`src/rtl/pipe_stage_reg.sv`:
```
// Two-entry pipeline stage register (main + skid) with valid/ready handshake,
// flush, and a saturating back-pressure cycle counter.
module pipe_stage_reg #(
    parameter int unsigned DATA_W  = 16,
    parameter int unsigned CTRL_W  = 8,
    parameter int unsigned STALL_W = 8
) (
    input  logic               clk,
    input  logic               rst,
    input  logic               flush,
    input  logic               in_valid,
    output logic               in_ready,
    input  logic [DATA_W-1:0]  in_data,
    input  logic [CTRL_W-1:0]  in_ctrl,
    output logic               out_valid,
    input  logic               out_ready,
    output logic [DATA_W-1:0]  out_data,
    output logic [CTRL_W-1:0]  out_ctrl,
    output logic [1:0]         occupancy,
    output logic [STALL_W-1:0] stall_cnt
);

    typedef enum logic [1:0] {StEmpty, StOne, StFull} state_e;

    state_e              state_q, state_d;
    logic [DATA_W-1:0]   mainData_q, skidData_q;
    logic [CTRL_W-1:0]   mainCtrl_q, skidCtrl_q;
    logic [STALL_W-1:0]  stallCnt_q;

    logic accept, consume, stallEvent;
    logic loadMain, loadSkid, skidToMain;

    // Handshake outputs depend only on registered state.
    assign in_ready   = (state_q != StFull);
    assign out_valid  = (state_q != StEmpty);
    assign out_data   = mainData_q;
    assign out_ctrl   = out_valid ? mainCtrl_q : '0;
    assign stall_cnt  = stallCnt_q;

    assign accept     = in_valid && in_ready;
    assign consume    = out_valid && out_ready;
    assign stallEvent = out_valid && !out_ready;

    always_comb begin
        unique case (state_q)
            StOne:   occupancy = 2'd1;
            StFull:  occupancy = 2'd2;
            default: occupancy = 2'd0;
        endcase
    end

    always_comb begin
        state_d    = state_q;
        loadMain   = 1'b0;
        loadSkid   = 1'b0;
        skidToMain = 1'b0;
        unique case (state_q)
            StEmpty: begin
                if (accept) begin
                    loadMain = 1'b1;
                    state_d  = StOne;
                end
            end
            StOne: begin
                if (accept && consume) begin
                    loadMain = 1'b1;
                end else if (accept) begin
                    loadSkid = 1'b1;
                    state_d  = StFull;
                end else if (consume) begin
                    state_d = StEmpty;
                end
            end
            StFull: begin
                if (consume) begin
                    skidToMain = 1'b1;
                    state_d    = StOne;
                end
            end
            default: state_d = StEmpty;
        endcase
        // Flush drops everything, including a concurrent accept; payloads are left as-is.
        if (flush) begin
            state_d    = StEmpty;
            loadMain   = 1'b0;
            loadSkid   = 1'b0;
            skidToMain = 1'b0;
        end
    end

    always_ff @(posedge clk) begin
        if (!rst) begin
            state_q    <= StEmpty;
            mainData_q <= '0;
            mainCtrl_q <= '0;
            skidData_q <= '0;
            skidCtrl_q <= '0;
            stallCnt_q <= '0;
        end else begin
            state_q <= state_d;
            if (loadMain) begin
                mainData_q <= in_data;
                mainCtrl_q <= in_ctrl;
            end else if (skidToMain) begin
                mainData_q <= skidData_q;
                mainCtrl_q <= skidCtrl_q;
            end
            if (loadSkid) begin
                skidData_q <= in_data;
                skidCtrl_q <= in_ctrl;
            end
            if (stallEvent && (stallCnt_q != {STALL_W{1'b1}})) begin
                stallCnt_q <= stallCnt_q + 1'b1;
            end
        end
    end

endmodule

```
`config.mk`:
```
export PLATFORM = sky130hd
export DESIGN_NAME = pipe_stage_reg
export DESIGN_NICKNAME = d
export VERILOG_FILES = /design/src/rtl/pipe_stage_reg.sv
export SDC_FILE = /design/constraint.sdc
export NUM_CORES = 1
export LEC_CHECK = 0
export ABC_CLOCK_PERIOD_IN_PS = 4260
export CORE_MARGIN = 5
export CORE_UTILIZATION = 54
export CTS_CLUSTER_SIZE = 28
export DETAILED_ROUTE_END_ITERATION = 8
export HOLD_SLACK_MARGIN = 0.1
export PLACE_DENSITY = 0.85
export SLEW_MARGIN = 20
export SYNTH_ARGS = -nofsm -noshare
export SYNTH_HDL_FRONTEND = slang
export SYNTH_SLANG_ARGS = --single-unit
```
`constraint.sdc`:
```
create_clock -name clk -period 4.26 [get_ports clk]
set_input_delay 0.426 -clock clk [delete_from_list [all_inputs] [get_ports clk]]
set_output_delay 0.426 -clock clk [all_outputs]
set_load 0.01 [all_outputs]
```
==> results of run 1 <==
## registers in the layout, indices dropped and copies added (netlist names)
register and count:
out_data 16, skidData_q 16, mainCtrl_q 8, skidCtrl_q 8, stall_cnt 8, state_q 2
## placed cells by master (no fill, tap or decap), types with 2 or more instances in the layout
| cell type | n |
|---|---|
| nand3_1 | 25 |
| a21boi_1 | 11 |
| a21oi_1 | 2 |
| a21boi_0 | 37 |
| mux2i_1 | 4 |
| nor2b_1 | 10 |
| dfxtp_1 | 58 |
| o21ba_2 | 2 |
| nand2_1 | 8 |
| clkbuf_8 | 9 |
| o21ai_0 | 27 |
| inv_1 | 5 |
| a32oi_1 | 24 |
| o211ai_1 | 24 |
| bufinv_16 | 3 |
| nand2b_1 | 4 |
| nor2_1 | 3 |
| buf_4 | 7 |
| a211oi_1 | 2 |
| clkinv_2 | 3 |
| a2111oi_0 | 2 |
| clkdlybuf4s50_1 | 63 |
## per-layer routing
| layer | GRT usage [%] | up-vias | part of all wire [%] |
|---|---|---|---|
| met5 | 0 | - | 0 |
| li1 | - | 1255 | - |
| met2 | 36.1 | 68 | 49 |
| met1 | 26.1 | 1243 | 43 |
| met4 | 10.1 | 0 | 1.9 |
| met3 | 6.03 | 10 | 6.1 |
## cell type report
type	instances	area (um^2)	share of cell area (%)
multi-input combinational	207	1460	40.0
clock buffer	10	128	3.50
inverter	5	18.8	0.514
tap	70	87.6	2.40
clock inverter	6	105	2.88
sequential	58	1160	31.8
timing repair buffer	71	688	18.9
## power groups by stage
stage	registers [mW]	logic [mW]	clock network, mW
final	0.566	0.129	0.602
after global routing	0.568	0.140	0.636
after CTS	0.566	0.129	0.611
after detailed placement	0.578	0.128	0
after global placement	0.577	0.127	0
after floorplan	0.578	0.0674	0
## worst min-delay path, stage by stage (launching register included)
cell,delay [ps]
dfxtp_1,300
o21ai_0,60
a21boi_1,60
## kinds of logic after synthesis
group | synth area share (%)
AOI/OAI and AO/OA | 36.0
and+or+nand+nor | 13.5
muxes | 1.43
adders and majority gates | 0.447
buffers and inverters | 7.15
DFF | 41.5
## final timing paths
check	start	to	slack (ps)	cells after the start
setup / recovery	state_q[1]	out_ctrl[2]	1810	3
setup reg to reg	state_q[1]	mainCtrl_q[2]	2120	4
hold reg to reg	skidCtrl_q[1]	skidCtrl_q[1]	470	2
hold / removal	skidCtrl_q[1]	skidCtrl_q[1]	470	2
==> results.py, run 1 <==
metrics = {
    "clock_tree": {
        "cts_setup_buffers": 0,
        "clkTransAtPathRegs_ps": 60,
        "numCtsBuffers": 9,
        "cts_hold_buf": 0,
        "cts_max_level": 3,
        "insertion_delay_ps": 330,
        "cts_resized": 0,
        "cts.sinks": 58,
        "clockRootBuffer": "clkbuf_8",
        "cts_tree": "yes",
        "cts_max_path_buffers": 2,
    },
    "synth": {
        "synth.net_count": 335,
        "yosysUniqueCellTypes": 44,
        "yosys.area.top_type": "dfxtp_1",
        "synthFlopType": "dfxtp_1",
        "ys_ff_latch": 58,
        "synth_edf_count": 0,
        "synth_top_area_share_pct": 41.5,
        "synthTopCellsByCount": "58 x dfxtp_1, 37 x a21boi_0, 27 x o21ai_0, 25 x nand3_1",
        "yosys_warnings": 0,
        "async_flop_share_pct": 0,
        "synthCells": 305,
        "syn_avg_cell_area_um2": 9.18,
        "synth_most_common_cell": "dfxtp_1",
        "netlist_area_um2": 2800,
        "synth_seq_area_share_pct": 41.5,
        "synthTopCellsByArea": "dfxtp_1 41%, a21boi_0 9.9%, a32oi_1 7.5%",
    },
    "die": {
        "core_area_um2": 5070,
        "die_h_um": 82.0,
        "start_util_pct": 55.2,
        "die_w_um": 82.0,
        "ioPinCount": 65,
        "row_count": 26,
        "fp.dieArea_um2": 6730,
    },
    "route": {
        "drc": 0,
        "drtPass1Iterations": 4,
        "ant_nets": 0,
        "drt-initial-drc-count": 282,
        "wl_per_cell_um": 16.0,
        "vias": 2576,
        "via_per_inst": 6.03,
        "drt_wl_total_um": 6820,
    },
    "global_route": {
        "antenna_found_initial": 0,
        "overflow": 0,
        "grt_max_degree": 62,
        "grt_pass1_wl_um": 11500,
        "grt_pass1_vias": 2472,
        "grtUsageTotal_pct": 21.8,
    },
    "placed_design": {
        "dpl_cell_area_um2": 3420,
        "port_buffers": 64,
        "routabilityCongestion": 0.842,
        "dp_cells": 411,
        "dp_hpwl_um": 4170,
        "place_ws_ps": 1750,
    },
    "critical_path": {
        "path_delay_family": "flip-flops",
        "crit_buf_inv": 1,
        "path_class": "reg -> out",
        "cp.required_ps": 3830,
        "cpPeakStageDelay_ps": 650,
        "startpoint_type": "flop",
        "end_kind": "output port",
        "crit_fanout": 12,
        "cp_cell_sequence": "nor2_1 -> nor2b_1 -> clkdlybuf4s50_1",
        "worst_ep_arrival_time_ps": 2030,
        "cp_slowest_cell": "dfxtp_1",
    },
    "sta": {
        "rsz0062_at_grt": "false",
        "min_period_over_period_pct": 57.6,
        "tightestPinTransition_ps": 875,
        "whs_ps": 473,
        "drv_slew": 0,
        "finalHoldViolCount": 0,
        "setup_viol": 0,
        "finClkSkew_ps": 3.18,
        "fin_setup_tns_ps": 0,
        "fmax_mhz": 407,
        "slew_headroom_pct": 41.7,
        "setup_slack_ps": 1810,
        "min_period_ps": 2450,
    },
    "power_and_ir_drop": {
        "p_clk_share_pct": 46.4,
        "switchingPower_mw": 0.286,
        "powerDensity_nw_per_um2": 355,
        "p_leak_nw": 1.15,
        "finalPower_mw": 1.30,
        "swShare_pct": 22.1,
        "p_int_mw": 1.01,
        "ir_drop_v": 0.000295,
        "p_comb_share_pct": 9.9,
        "power_frac_seq_pct": 43.7,
    },
    "job": {
        "max_cap_viol_count": 0,
    },
    "status": {
        "status": "completed",
    },
    "layout": {
        "final_util_pct": 71.9,
        "instances_no_fill": 427,
        "antenna_cells": 0,
        "design_area_um2": 3650,
        "drive_above_1_share_pct": 8.12,
        "fin_nets": 382,
        "fillCellCount": 413,
        "syn2layout_area_growth_pct": 30.3,
    },
    "hold_path": {
        "hold_path.class": "reg -> reg",
    },
}
No activity file was read; power rests on OpenSTA's default activity.
==> run 2: changes to the inputs <==
--- a/config.mk
+++ b/config.mk
@@ -5,13 +5,13 @@
 export SDC_FILE = /design/constraint.sdc
 export NUM_CORES = 1
 export LEC_CHECK = 0
-export ABC_CLOCK_PERIOD_IN_PS = 4260
+export ABC_CLOCK_PERIOD_IN_PS = 2100
 export CORE_MARGIN = 5
-export CORE_UTILIZATION = 54
+export CORE_UTILIZATION = 45
 export CTS_CLUSTER_SIZE = 28
 export DETAILED_ROUTE_END_ITERATION = 8
 export HOLD_SLACK_MARGIN = 0.1
-export PLACE_DENSITY = 0.85
+export PLACE_DENSITY = 0.76
 export SLEW_MARGIN = 20
 export SYNTH_ARGS = -nofsm -noshare
 export SYNTH_HDL_FRONTEND = slang
==> constraint.sdc (replaced) <==
create_clock -name clk -period 2.1 [get_ports clk]
set_input_delay 0.21 -clock clk [delete_from_list [all_inputs] [get_ports clk]]
set_output_delay 0.21 -clock clk [all_outputs]
set_load 0.01 [all_outputs]
==> run 2 against run 1 <==
Core utilization decreased by 10 points. Sequential cell count unchanged. Global-route usage decreased by 3.7 points. Largest power group is now sequential cells.
==> results.py, run 2 (synthesized netlist as in run 1, its figures left out) <==
metrics = {
    "critical_path": {
        "cpPeakStageDelay_ps": 560,
        "r2r_start": "stall_cnt[0]",
        "crit_buf_inv": 2,
        "path_class": "reg -> out",
        "cp_cell_sequence": "buf_4 -> nor2b_1 -> clkdlybuf4s50_1",
        "r2r_slack_ps": 350,
        "path_delay_family": "buffers and inverters",
        "worst_ep_arrival_time_ps": 1640,
        "cp_slowest_cell": "clkdlybuf4s50_1",
        "crit_fanout": 11,
        "setup.worst_path.end": "occupancy[1]",
        "end_kind": "output port",
        "r2r_cells": 4,
        "startpoint": "state_q[1]",
        "cp.required_ps": 1890,
        "reg2reg_to": "stall_cnt[4]",
        "startpoint_type": "flop",
        "cp_num_cells": 3,
    },
    "clock_tree": {
        "cts_max_path_buffers": 2,
        "cts_max_level": 3,
        "insertion_delay_ps": 340,
        "cts.sinks": 58,
        "clockRootBuffer": "clkbuf_8",
        "numCtsBuffers": 9,
        "cts_hold_buf": 0,
        "cts_setup_buffers": 0,
        "cts_tree": "yes",
        "clkTransAtPathRegs_ps": 60,
    },
    "placed_design": {
        "routabilityCongestion": 0.839,
        "port_buffers": 64,
        "dp_hpwl_um": 4500,
    },
    "sta": {
        "setup_viol": 0,
        "rsz0062_at_grt": "false",
        "min_period_ps": 1850,
        "min_period_over_period_pct": 88.0,
        "fin_setup_tns_ps": 0,
        "finalHoldViolCount": 0,
        "slew_headroom_pct": 62.4,
        "finClkSkew_ps": 5.93,
        "tightestPinTransition_ps": 550,
        "drv_slew": 0,
        "fmax_mhz": 541,
    },
    "power_and_ir_drop": {
        "powerDensity_nw_per_um2": 669,
        "swShare_pct": 24.0,
        "power_frac_seq_pct": 46.2,
        "p_comb_share_pct": 11.3,
        "p_int_mw": 1.88,
        "switchingPower_mw": 0.595,
        "p_clk_share_pct": 42.5,
        "p_leak_nw": 1.18,
        "ir_drop_v": 0.000394,
    },
    "layout": {
        "antenna_cells": 0,
        "final_util_pct": 61.8,
        "final_common_cell": "clkdlybuf4s50_1",
        "multiInputGateArea_um2": 1460,
        "drive_above_1_share_pct": 10.7,
        "layout_common_cells": "63 x clkdlybuf4s50_1, 58 x dfxtp_1, 37 x a21boi_0",
        "fillCellCount": 513,
        "fin_nets": 390,
        "syn2layout_area_growth_pct": 32.2,
        "seq_area_um2": 1160,
    },
    "route": {
        "via_per_inst": 5.97,
        "drc": 0,
        "wl_per_cell_um": 16.1,
        "routed-wl-met3_um": 355,
        "vias": 2625,
        "ant_nets": 0,
        "met2WireLength_um": 3500,
        "drt-initial-drc-count": 130,
        "drtPass1Iterations": 4,
        "wl_met1_um": 3110,
        "top_layer": "met4",
        "drt_wl_total_um": 7110,
    },
    "die": {
        "die_h_um": 88.9,
        "start_util_pct": 46.7,
        "row_count": 28,
        "die_w_um": 88.9,
        "ioPinCount": 65,
        "fp.dieArea_um2": 7900,
        "core_area_um2": 5990,
    },
    "global_route": {
        "grt_pass1_wl_um": 11300,
        "grt_max_degree": 49,
        "overflow": 0,
        "grtUsageTotal_pct": 18.2,
        "grt_pass1_vias": 2402,
        "antenna_found_initial": 0,
    },
    "job": {
        "max_cap_viol_count": 0,
    },
    "hold_path": {
        "hold_path.class": "in -> reg",
    },
    "status": {
        "status": "completed",
    },
}
## run 2: area by class of cell
| type | instances | share of cell area, % |
|---|---|---|
| multi-input cells | 207 | 39.5 |
| clock buffers | 11 | 4.09 |
| inverters | 5 | 0.507 |
| well taps | 75 | 2.54 |
| clock inverters | 5 | 1.42 |
| flip-flops and latches | 58 | 31.4 |
| repair buffers | 79 | 20.6 |
## run 2: how the worst min path moves through the flow
stage / start / cells past startpoint / endpoint / slack [ps]
6_report: rst / 3 / stall_cnt[6] / 310
2_1_floorplan: in_ctrl[1] / 2 / skidCtrl_q[1] / 360
3_5_place_dp: skidData_q[15] / 2 / skidData_q[15] / 470
3_3_place_gp: skidCtrl_q[1] / 2 / skidCtrl_q[1] / 460
4_1_cts: rst / 3 / stall_cnt[6] / 290
5_1_grt: rst / 3 / stall_cnt[6] / 330
## run 2: power by group through the flow
stage | clock network [mW] | registers [mW] | logic, mW
after floorplan | 0 | 1.17 | 0.137
after global placement | 0 | 1.17 | 0.275
after detailed placement | 0 | 1.17 | 0.279
after CTS | 1.07 | 1.14 | 0.281
after global routing | 1.12 | 1.15 | 0.302
final | 1.05 | 1.14 | 0.280
## run 2: repair_timing
item | 4_1_cts | 5_1_grt
endpoints found under the hold margin | 0 | 0
gates resized for setup | 0 | 1
endpoints found under the setup margin | 0 | 9
## run 2: metrics by stage
stage	worst slack, ps	hold WS [ps]	total power [mW]	instances	area, um^2
after floorplan	539	357	1.31	305	2800
after global placement	288	459	1.44	424	3490
after detailed placement	239	469	1.45	424	3490
after CTS	50.8	293	2.49	440	3700
after global routing	139	326	2.57	440	3700
final	252	309	2.48	440	3700
## run 2: worst register-to-register path: stages, from the launching register on
cell       delay (ps)
dfxtp_1           350
ha_1              280
and4_1            290
a2111oi_0         580
nor3_1            120
## run 2: routing by layer
layer | track usage, % | up-vias
met2 | 28.9 | 73
met3 | 3.26 | 12
met5 | 0 | -
met1 | 23.6 | 1269
met4 | 9.07 | 0
li1 | - | 1271
